### config.mk
export PLATFORM = sky130hd
export DESIGN_NAME = instr_fetch_unit
export DESIGN_NICKNAME = d
export VERILOG_FILES = /design/src/rtl/fetch_pkg.sv /design/src/rtl/fetch_fifo.sv /design/src/rtl/instr_fetch_unit.sv
export SDC_FILE = /design/constraint.sdc
export NUM_CORES = 1
export LEC_CHECK = 0
export CORE_MARGIN = 3
export CORE_UTILIZATION = 43
export CTS_BUF_LIST = sky130_fd_sc_hd__clkbuf_16
export DETAILED_ROUTE_END_ITERATION = 16
export GPL_ROUTABILITY_DRIVEN = 1
export GPL_TIMING_DRIVEN = 0
export PLACE_DENSITY = 0.7
export SYNTH_ARGS = -nofsm -noshare
export SYNTH_HDL_FRONTEND = slang
export SYNTH_SLANG_ARGS = --single-unit
export TNS_END_PERCENT = 100
### constraint.sdc
create_clock -name i_clk -period 10 [get_ports i_clk]
set_input_delay 2 -clock i_clk [delete_from_list [all_inputs] [get_ports i_clk]]
set_output_delay 2 -clock i_clk [all_outputs]
set_load 0.005 [all_outputs]
### src/rtl/fetch_pkg.sv
// -----------------------------------------------------------------------------
// fetch_pkg
// Shared types and helpers for the instruction fetch unit.
//   XLEN_DEF      : default PC / address / instruction width
//   fetch_entry_t : one buffered instruction tagged with its aligned PC
//   align_pc()    : clears the byte-offset bits of a PC (word alignment)
// -----------------------------------------------------------------------------
package fetch_pkg;

  localparam int XLEN_DEF = 32;

  // Field order (pc in the upper half) is the packing used by the output
  // queue in instr_fetch_unit.
  typedef struct packed {
    logic [XLEN_DEF-1:0] pc;
    logic [XLEN_DEF-1:0] instr;
  } fetch_entry_t;

  function automatic logic [XLEN_DEF-1:0] align_pc(input logic [XLEN_DEF-1:0] pc);
    return {pc[XLEN_DEF-1:2], 2'b00};
  endfunction

endpackage : fetch_pkg

### src/rtl/fetch_fifo.sv
// -----------------------------------------------------------------------------
// fetch_fifo
// Synchronous FIFO with flush, used for the in-order PC tag queue and the
// decoded-instruction output queue of instr_fetch_unit.
//   clk_i    : clock, rising edge
//   rst_i    : asynchronous reset, active high
//   push_i   : write wdata_i (accepted when not full, or full with pop_i)
//   wdata_i  : write data
//   pop_i    : drop the head entry (ignored when empty)
//   flush_i  : empty the FIFO; wins over push/pop in the same cycle
//   rdata_o  : head entry (storage is flops, so this is a registered value)
//   full_o   : DEPTH entries held
//   empty_o  : no entries held
//   count_o  : number of entries held, 0..DEPTH
// -----------------------------------------------------------------------------
module fetch_fifo #(
  parameter int WIDTH = 32,
  parameter int DEPTH = 2
) (
  input  logic                     clk_i,
  input  logic                     rst_i,
  input  logic                     push_i,
  input  logic [WIDTH-1:0]         wdata_i,
  input  logic                     pop_i,
  input  logic                     flush_i,
  output logic [WIDTH-1:0]         rdata_o,
  output logic                     full_o,
  output logic                     empty_o,
  output logic [$clog2(DEPTH):0]   count_o
);

  localparam int AW = $clog2(DEPTH);
  localparam int CW = AW + 1;
  localparam logic [CW-1:0] DEPTH_C = CW'(DEPTH);

  logic [WIDTH-1:0] mem_q [DEPTH];
  logic [AW-1:0]    wr_ptr_q, wr_ptr_d;
  logic [AW-1:0]    rd_ptr_q, rd_ptr_d;
  logic [CW-1:0]    count_q, count_d;
  logic             push_ok, pop_ok;

  assign full_o  = (count_q == DEPTH_C);
  assign empty_o = (count_q == '0);
  assign count_o = count_q;
  assign rdata_o = mem_q[rd_ptr_q];

  // Push into a full FIFO is legal only when the head leaves in the same cycle.
  assign pop_ok  = pop_i & ~empty_o;
  assign push_ok = push_i & (~full_o | pop_ok);

  always_comb begin
    wr_ptr_d = wr_ptr_q;
    rd_ptr_d = rd_ptr_q;
    count_d  = count_q;
    if (flush_i) begin
      wr_ptr_d = '0;
      rd_ptr_d = '0;
      count_d  = '0;
    end else begin
      // Pointers wrap naturally: DEPTH is a power of two.
      if (push_ok) wr_ptr_d = wr_ptr_q + AW'(1);
      if (pop_ok)  rd_ptr_d = rd_ptr_q + AW'(1);
      count_d = count_q + CW'(push_ok) - CW'(pop_ok);
    end
  end

  always_ff @(posedge clk_i or posedge rst_i) begin
    if (rst_i) begin
      wr_ptr_q <= '0;
      rd_ptr_q <= '0;
      count_q  <= '0;
    end else begin
      wr_ptr_q <= wr_ptr_d;
      rd_ptr_q <= rd_ptr_d;
      count_q  <= count_d;
    end
  end

  // Data storage needs no reset; validity is carried by count_q.
  always_ff @(posedge clk_i) begin
    if (push_ok && !flush_i) begin
      mem_q[wr_ptr_q] <= wdata_i;
    end
  end

  a_no_overflow : assert property (@(posedge clk_i) disable iff (rst_i)
    !(push_i && full_o && !pop_i && !flush_i));

endmodule : fetch_fifo

### src/rtl/instr_fetch_unit.sv
// -----------------------------------------------------------------------------
// instr_fetch_unit
// Takes fetch PCs, issues word-aligned reads to instruction memory over a
// req/gnt + in-order rvalid protocol, and hands returned instructions (tagged
// with their PC) to decode over valid/ready. A flush drops everything buffered
// and arranges for in-flight responses to be silently discarded.
//   i_clk          : clock, rising edge
//   i_reset        : asynchronous reset, active high
//   i_req_valid    : fetch PC valid
//   i_req_pc       : fetch PC
//   o_req_ready    : PC accepted this cycle (request granted)
//   o_imem_req     : memory read request
//   o_imem_addr    : word-aligned i_req_pc
//   i_imem_gnt     : memory accepts the request this cycle
//   i_imem_rvalid  : read data valid (in order, >= 1 cycle after grant)
//   i_imem_rdata   : read data
//   i_flush        : redirect; drop buffered and in-flight fetches
//   o_instr_valid  : instruction available
//   o_instr        : instruction
//   o_instr_pc     : aligned PC of o_instr
//   i_instr_ready  : decode consumes the instruction
//   o_err          : sticky; a response arrived with nothing outstanding
// -----------------------------------------------------------------------------
module instr_fetch_unit
  import fetch_pkg::*;
#(
  parameter int DEPTH = 2,
  parameter int XLEN  = XLEN_DEF
) (
  input  logic            i_clk,
  input  logic            i_reset,
  input  logic            i_req_valid,
  input  logic [XLEN-1:0] i_req_pc,
  output logic            o_req_ready,
  output logic            o_imem_req,
  output logic [XLEN-1:0] o_imem_addr,
  input  logic            i_imem_gnt,
  input  logic            i_imem_rvalid,
  input  logic [XLEN-1:0] i_imem_rdata,
  input  logic            i_flush,
  output logic            o_instr_valid,
  output logic [XLEN-1:0] o_instr,
  output logic [XLEN-1:0] o_instr_pc,
  input  logic            i_instr_ready,
  output logic            o_err
);

  localparam int CW      = $clog2(DEPTH) + 1;
  localparam int ENTRY_W = 2 * XLEN;
  localparam logic [CW:0] DEPTH_C = (CW+1)'(DEPTH);

  logic [CW-1:0] outstanding_q, outstanding_d;
  logic [CW-1:0] discard_q, discard_d;
  logic          err_q, err_d;

  logic [XLEN-1:0]    pc_aligned;
  logic [XLEN-1:0]    pcq_head;
  logic               pcq_empty, pcq_full;
  logic [CW-1:0]      pcq_count;

  logic [ENTRY_W-1:0] outq_wdata, outq_head;
  logic               outq_empty, outq_full;
  logic [CW-1:0]      outq_count;

  logic [CW:0] credit_total;
  logic        credit_ok;
  logic        issue;
  logic        resp_discard;
  logic        resp_orphan;
  logic        resp_accept;
  logic        flush_sub;
  logic        instr_pop;

  // Masking (rather than slicing) keeps every bit of i_req_pc in use.
  assign pc_aligned  = i_req_pc & ~XLEN'(3);
  assign o_imem_addr = pc_aligned;

  // Credits released this cycle only show up next cycle because every term
  // here is a register.
  assign credit_total = {1'b0, outstanding_q} + {1'b0, outq_count} + {1'b0, discard_q};
  assign credit_ok    = (credit_total < DEPTH_C);

  assign o_imem_req  = ~i_reset & i_req_valid & credit_ok & ~i_flush;
  assign o_req_ready = o_imem_req & i_imem_gnt;
  assign issue       = o_req_ready;

  // Response classification: discards take precedence, then normal returns,
  // and anything left over has no matching request.
  assign resp_discard = i_imem_rvalid & (discard_q != '0);
  assign resp_orphan  = i_imem_rvalid & (discard_q == '0) & pcq_empty;
  assign resp_accept  = i_imem_rvalid & (discard_q == '0) & ~pcq_empty & ~i_flush;

  // On flush, the in-flight response of this cycle (if it had an owner) is
  // retired immediately instead of being added to the discard count.
  assign flush_sub = i_imem_rvalid & ~resp_orphan;

  assign instr_pop = o_instr_valid & i_instr_ready;

  always_comb begin
    outstanding_d = outstanding_q;
    discard_d     = discard_q;
    err_d         = err_q | resp_orphan;
    if (i_flush) begin
      outstanding_d = '0;
      discard_d     = discard_q + outstanding_q - CW'(flush_sub);
    end else begin
      outstanding_d = outstanding_q + CW'(issue) - CW'(resp_accept);
      discard_d     = discard_q - CW'(resp_discard);
    end
  end

  always_ff @(posedge i_clk or posedge i_reset) begin
    if (i_reset) begin
      outstanding_q <= '0;
      discard_q     <= '0;
      err_q         <= 1'b0;
    end else begin
      outstanding_q <= outstanding_d;
      discard_q     <= discard_d;
      err_q         <= err_d;
    end
  end

  assign o_err = err_q;

  fetch_fifo #(
    .WIDTH (XLEN),
    .DEPTH (DEPTH)
  ) u_pc_q (
    .clk_i   (i_clk),
    .rst_i   (i_reset),
    .push_i  (issue),
    .wdata_i (pc_aligned),
    .pop_i   (resp_accept),
    .flush_i (i_flush),
    .rdata_o (pcq_head),
    .full_o  (pcq_full),
    .empty_o (pcq_empty),
    .count_o (pcq_count)
  );

  // Entry layout {pc, instr} matches fetch_entry_t at the default width.
  assign outq_wdata = {pcq_head, i_imem_rdata};

  fetch_fifo #(
    .WIDTH (ENTRY_W),
    .DEPTH (DEPTH)
  ) u_out_q (
    .clk_i   (i_clk),
    .rst_i   (i_reset),
    .push_i  (resp_accept),
    .wdata_i (outq_wdata),
    .pop_i   (instr_pop),
    .flush_i (i_flush),
    .rdata_o (outq_head),
    .full_o  (outq_full),
    .empty_o (outq_empty),
    .count_o (outq_count)
  );

  assign o_instr_valid = ~outq_empty;
  assign o_instr_pc    = outq_head[ENTRY_W-1:XLEN];
  assign o_instr       = outq_head[XLEN-1:0];

  logic unused_status;
  assign unused_status = ^{pcq_full, pcq_count, outq_full};

endmodule : instr_fetch_unit

Yosys cells after proc, flatten, opt, wreduce, memory -nomap -nowiden
Memories as Yosys holds them, arrays and structs flattened.
Index checks and enable logic that the tools add are counted.
{"block": "word_totals", "in_bits": 71, "out_inout_bits": 100, "elab_cells": 81, "ramBits": 188, "memories": 2, "regBits": 13}
{"block": "op_classes", "bitwise": 25, "mux": 16, "n_lt_le_gt_ge": 1, "n_eq_ne": 2, "addsub": 15, "reduce_logical": 11}
{"name": "u_out_q.mem_q", "depth": 2, "width": 64, "rd": 1, "rd_clocked_by_memory_dff": 0, "wr": 1, "line_no": "fetch_fifo.sv:36", "rtl": "logic [WIDTH-1:0] mem_q [DEPTH];"}
{"name": "u_pc_q.mem_q", "depth": 2, "width": 30, "rd": 1, "rd_clocked_by_memory_dff": 0, "wr": 1, "line_no": "fetch_fifo.sv:36"}
{"operator": "$and A1 B1 Y1", "n": 15}
{"operator": "$mux W1", "n": 12}
{"operator": "$reduce_bool A2 Y1", "n": 5}
{"operator": "$sub A2 B1 Y2", "n": 5}
{"operator": "$mux W2", "n": 4}
{"operator": "$not A1 Y1", "n": 7}
{"operator": "$add A2 B1 Y2", "n": 3}
{"operator": "$logic_not A2 Y1", "n": 3}
{"operator": "$add A1 B1 Y1 const B", "n": 4}
{"operator": "$eq A2 B2 Y1 const B", "n": 2}
{"operator": "$add A2 B2 Y3", "n": 1}
{"operator": "$add A3 B2 Y3", "n": 1}
{"operator": "$lt A3 B2 Y1 const B", "n": 1}
{"operator": "$or A1 B1 Y1", "n": 3}
{"operator": "$add A2 B2 Y2", "n": 1}
{"operator": "$logic_and A1 B1 Y1", "n": 2}
{"operator": "$logic_not A1 Y1", "n": 1}

Depth between registers and ports, before layout
{"block": "depth", "word_depth": 10, "depth_mapped": 10, "ltp_nobuf": 10}

Modules after synthesis
A second synthesis with hierarchy kept.
{"block": "unflattened", "cells_unflattened": 438, "hier_area_um2": 8160.3}
{"mod": "fetch_fifo (u_out_q)", "area_per_inst_um2": 4887.2, "seq_area_each_um2": 3943.8, "instances": 1, "cells_each": 229}
{"mod": "fetch_fifo (u_pc_q)", "area_per_inst_um2": 2566.2, "seq_area_each_um2": 2021.9, "instances": 1, "cells_each": 130}
{"mod": "instr_fetch_unit", "area_per_inst_um2": 706.9, "seq_area_each_um2": 125.1, "instances": 1, "cells_each": 79}

Least setup slack after synthesis
Ideal clock, no wire load.
{"block": "synth_timing", "path_kind": "input to output", "start": "in i_flush", "end": "out o_req_ready", "n_path_buf": 0, "path_stages": 2, "setup_slack_ns": 5.442, "required_time_ns": 8.000, "t_arrival_ns": 2.558, "cell_sequence": "nor4b_2 -> and3_1"}
{"block": "synth_between", "elab_chain_cells": 3}
{"element": "start: declaration", "line_no": "instr_fetch_unit.sv:40", "rtl": "input logic i_flush,"}
{"element": "$not A1 Y1", "line_no": "instr_fetch_unit.sv:83", "rtl": "assign o_imem_req = ~i_reset & i_req_valid & credit_ok & ~i_flush;"}
{"element": "$and A1 B1 Y1", "line_no": "instr_fetch_unit.sv:83"}
{"element": "$and A1 B1 Y1", "line_no": "instr_fetch_unit.sv:84", "rtl": "assign o_req_ready = o_imem_req & i_imem_gnt;"}
{"element": "end: declaration", "line_no": "instr_fetch_unit.sv:34", "rtl": "output logic o_req_ready,"}
No other way between the ends.

Worst setup path after layout
Ends and elaborated chain as after synthesis.

==> flow_summary.ini <==
[yosys]
netlist_area_sq_um = 7801
synth.distinct_cells = 32
synth_edf_count = 184
yosys_warnings = 0
synth-seq-area-share_pct = 75.00
netlist_top_cells_area = edfxtp_1 71%, mux2_2 13%, dfrtp_1 4.2%, buf_4 3.3%, ha_1 1.9%
synth_seq_cells = 197
avgSynthCellArea_sq_um = 18.98
netlist.area_leader.share_pct = 70.83
synth_cells = 411
ys.flop_type = edfxtp_1
async_flop_share_pct = 6.599
synth_top_area_cell = edfxtp_1

[drt]
vias = 3986
route.top_layer_used = met4
vias_per_cell = 4.768
firstDrtPassIters = 5
drt_iter0_markers = 129
dr_wl_met2_um = 7432
met1_length_um = 5725
drc = 0
drt-total-wl_um = 14190
route.met3.wl_um = 833
ant_nets = 0
wl_per_cell_um = 16.97

[cts]
cts-root-buf = clkbuf_16
clock-sinks = 197
h-tree-depth = 4
post_cts_buffers = 0
cts_tree = done
clk_pin_slew_ps = 70
cts_buffers = 17
clk_path_buf_depth = 2
clock_latency_ps = 430
cts_hold_buf = 0
ctsResizeCount = 0

[timing]
hold_ws_ps = 465.5
fin_crit_sh_pct = 58.09
drv_slew = 0
setup_violations = 0
rsz0062_at_grt = false
worst_pin_slew_ps = 981.5
slew-limit-headroom_pct = 34.41
max_clock_freq_mhz = 172.1
finClkSkew_ps = 16.05
hold_violations = 0
layout_min_cycle_time_ps = 5809
setup_tns_ps = 0

[final_layout]
layout_common_cells = 184 x edfxtp_1, 164 x clkdlybuf4s50_1, 92 x mux2_2, 34 x buf_4, 17 x clkbuf_16
stdcell_count = 836
final_nets = 682
syn_to_final_growth_pct = 33.15
drive_above_1_share_pct = 28.81
diodes = 0
fill_cells = 1289
final_common_cell = edfxtp_1

[place]
routabilityCongestion = 0.7519
io_buffers = 164
dp.cells = 804
dp_hpwl_um = 9393

[grt]
grt_pass1_wl_um = 22710
grt_use_total_pct = 14.79
grt_pass1_vias = 4379
antenna_found_initial = 0
grt-ovfl-total = 0
grt_max_degree = 63

[pwr]
power_density_nw_per_um2 = 186.3
power_uw = 1935
intPower_uw = 1506
p_sw_share_pct = 22.19
seq_power_share_pct = 48.1
p_leak_uw = 0.003659
combPwrFrac_pct = 16.3
p_switching_uw = 429.3
p_clk_share_pct = 35.6
vdd_drop_max_mv = 0.1200

[hold_path]
hp-class = reg -> reg

[floorplanning]
dieArea_sq_um = 19800
die_h_um = 140.7
io_pins = 171
rows = 48
core_area_sq_um = 17540
die_x_um = 140.7
start_util_pct = 44.48

[setup_path]
cp.arrival_ps = 3810
endpoint_kind = output port
critPathRequiredTime_ps = 8000
crit_type = in -> out
start_kind = input pin
rrSetupSlack_ps = 6670
critical_path.max_fanout = 7

[job]
drv_cap = 0

[outcome]
status = completed
==> power groups by stage <==
| stage | registers, uW | clock network (uW) | logic (uW) |
|---|---|---|---|
| 2_1_floorplan | 946 | 0 | 162 |
| 3_3_place_gp | 948 | 0 | 311 |
| 3_5_place_dp | 949 | 0 | 318 |
| 4_1_cts | 931 | 708 | 322 |
| 5_1_grt | 932 | 737 | 345 |
| 6_report | 931 | 689 | 315 |
==> worst max-delay path: stages <==
cell,delay [ps]
clkdlybuf4s50_1,580
nor4b_2,460
and3_1,250
clkdlybuf4s50_1,510
==> state kept, by name, indices dropped and copies added, names as in the netlist, 2 cells and up <==
register	count
u_out_q.count_o	2
u_pc_q.count_o	2
discard_q	2
outstanding_q	2
u_out_q.mem_q	124
u_pc_q.mem_q	60
==> area by class of cell <==
cell class / instances / area [sq um] / share of cell area, %
multi-input cells: 157 / 1618 / 15.57
flip-flops and latches: 197 / 5851 / 56.32
plain buffers: 45 / 307.8 / 2.963
clock buffers: 17 / 425.4 / 4.095
clock inverters: 15 / 178.9 / 1.722
inverters: 15 / 56.30 / 0.5420
repair buffers: 165 / 1669 / 16.07
well taps: 225 / 281.5 / 2.710
==> final timing paths <==
| kind | startpoint | to | cells past startpoint |
|---|---|---|---|
| max | i_flush | o_req_ready | 4 |
| min | o_err$_DFF_PP0_ | o_err$_DFF_PP0_ | 1 |
| max reg2reg | discard_q[1]$_DFF_PP0_ | u_pc_q.mem_q[1][5]$_DFFE_PP_ | 7 |
| min reg2reg | o_err$_DFF_PP0_ | o_err$_DFF_PP0_ | 1 |
| max in group asynchronous | i_reset | u_out_q.rd_ptr_q$_DFFE_PP0P_ | 2 |
| min in group asynchronous | i_reset | u_pc_q.count_o[0]$_DFF_PP0_ | 2 |
==> per-layer routing <==
metal,global-route usage [%],up-vias
li1,-,1881
met1,17.47,1968
met2,26.08,124
met3,3.697,13
met4,5.609,0
met5,0,-
==> cells in the mapped netlist (2+ instances only) <==
cell type / number
buf_4: 34
ha_1: 12
o21a_1: 2
nor2b_1: 4
a21o_1: 2
mux2_2: 92
clkbuf_1: 2
xnor2_1: 7
xor2_1: 5
buf_2: 9
nor2_1: 9
dfrtp_1: 13
and2_1: 3
inv_1: 15
edfxtp_1: 184
nand2b_1: 2
==> through the flow <==
step                      worst slack, ps  util, %  area, sq um
after detailed placement             4190    55.79         9783
final                                4191    59.23        10390
after floorplan                      5442        -         7812
after CTS                            4173    59.23        10390
after global placement               3866    55.52         9736
after global routing                 4108    59.23        10390
==> kinds of logic (layout without fill, tap and decap cells) <==
logic type	Yosys count	in the layout	share of synthesized area, %
compound gates	9	9	1.122
xor+xnor	12	12	1.347
fa+ha+maj	13	13	2.181
buf+inv	60	257	4.667
flops	197	197	75.00
mux	94	94	13.60
other cells	1	4	0.04807
simple gates	25	25	2.037
Power figures use the tool's default switching activity.
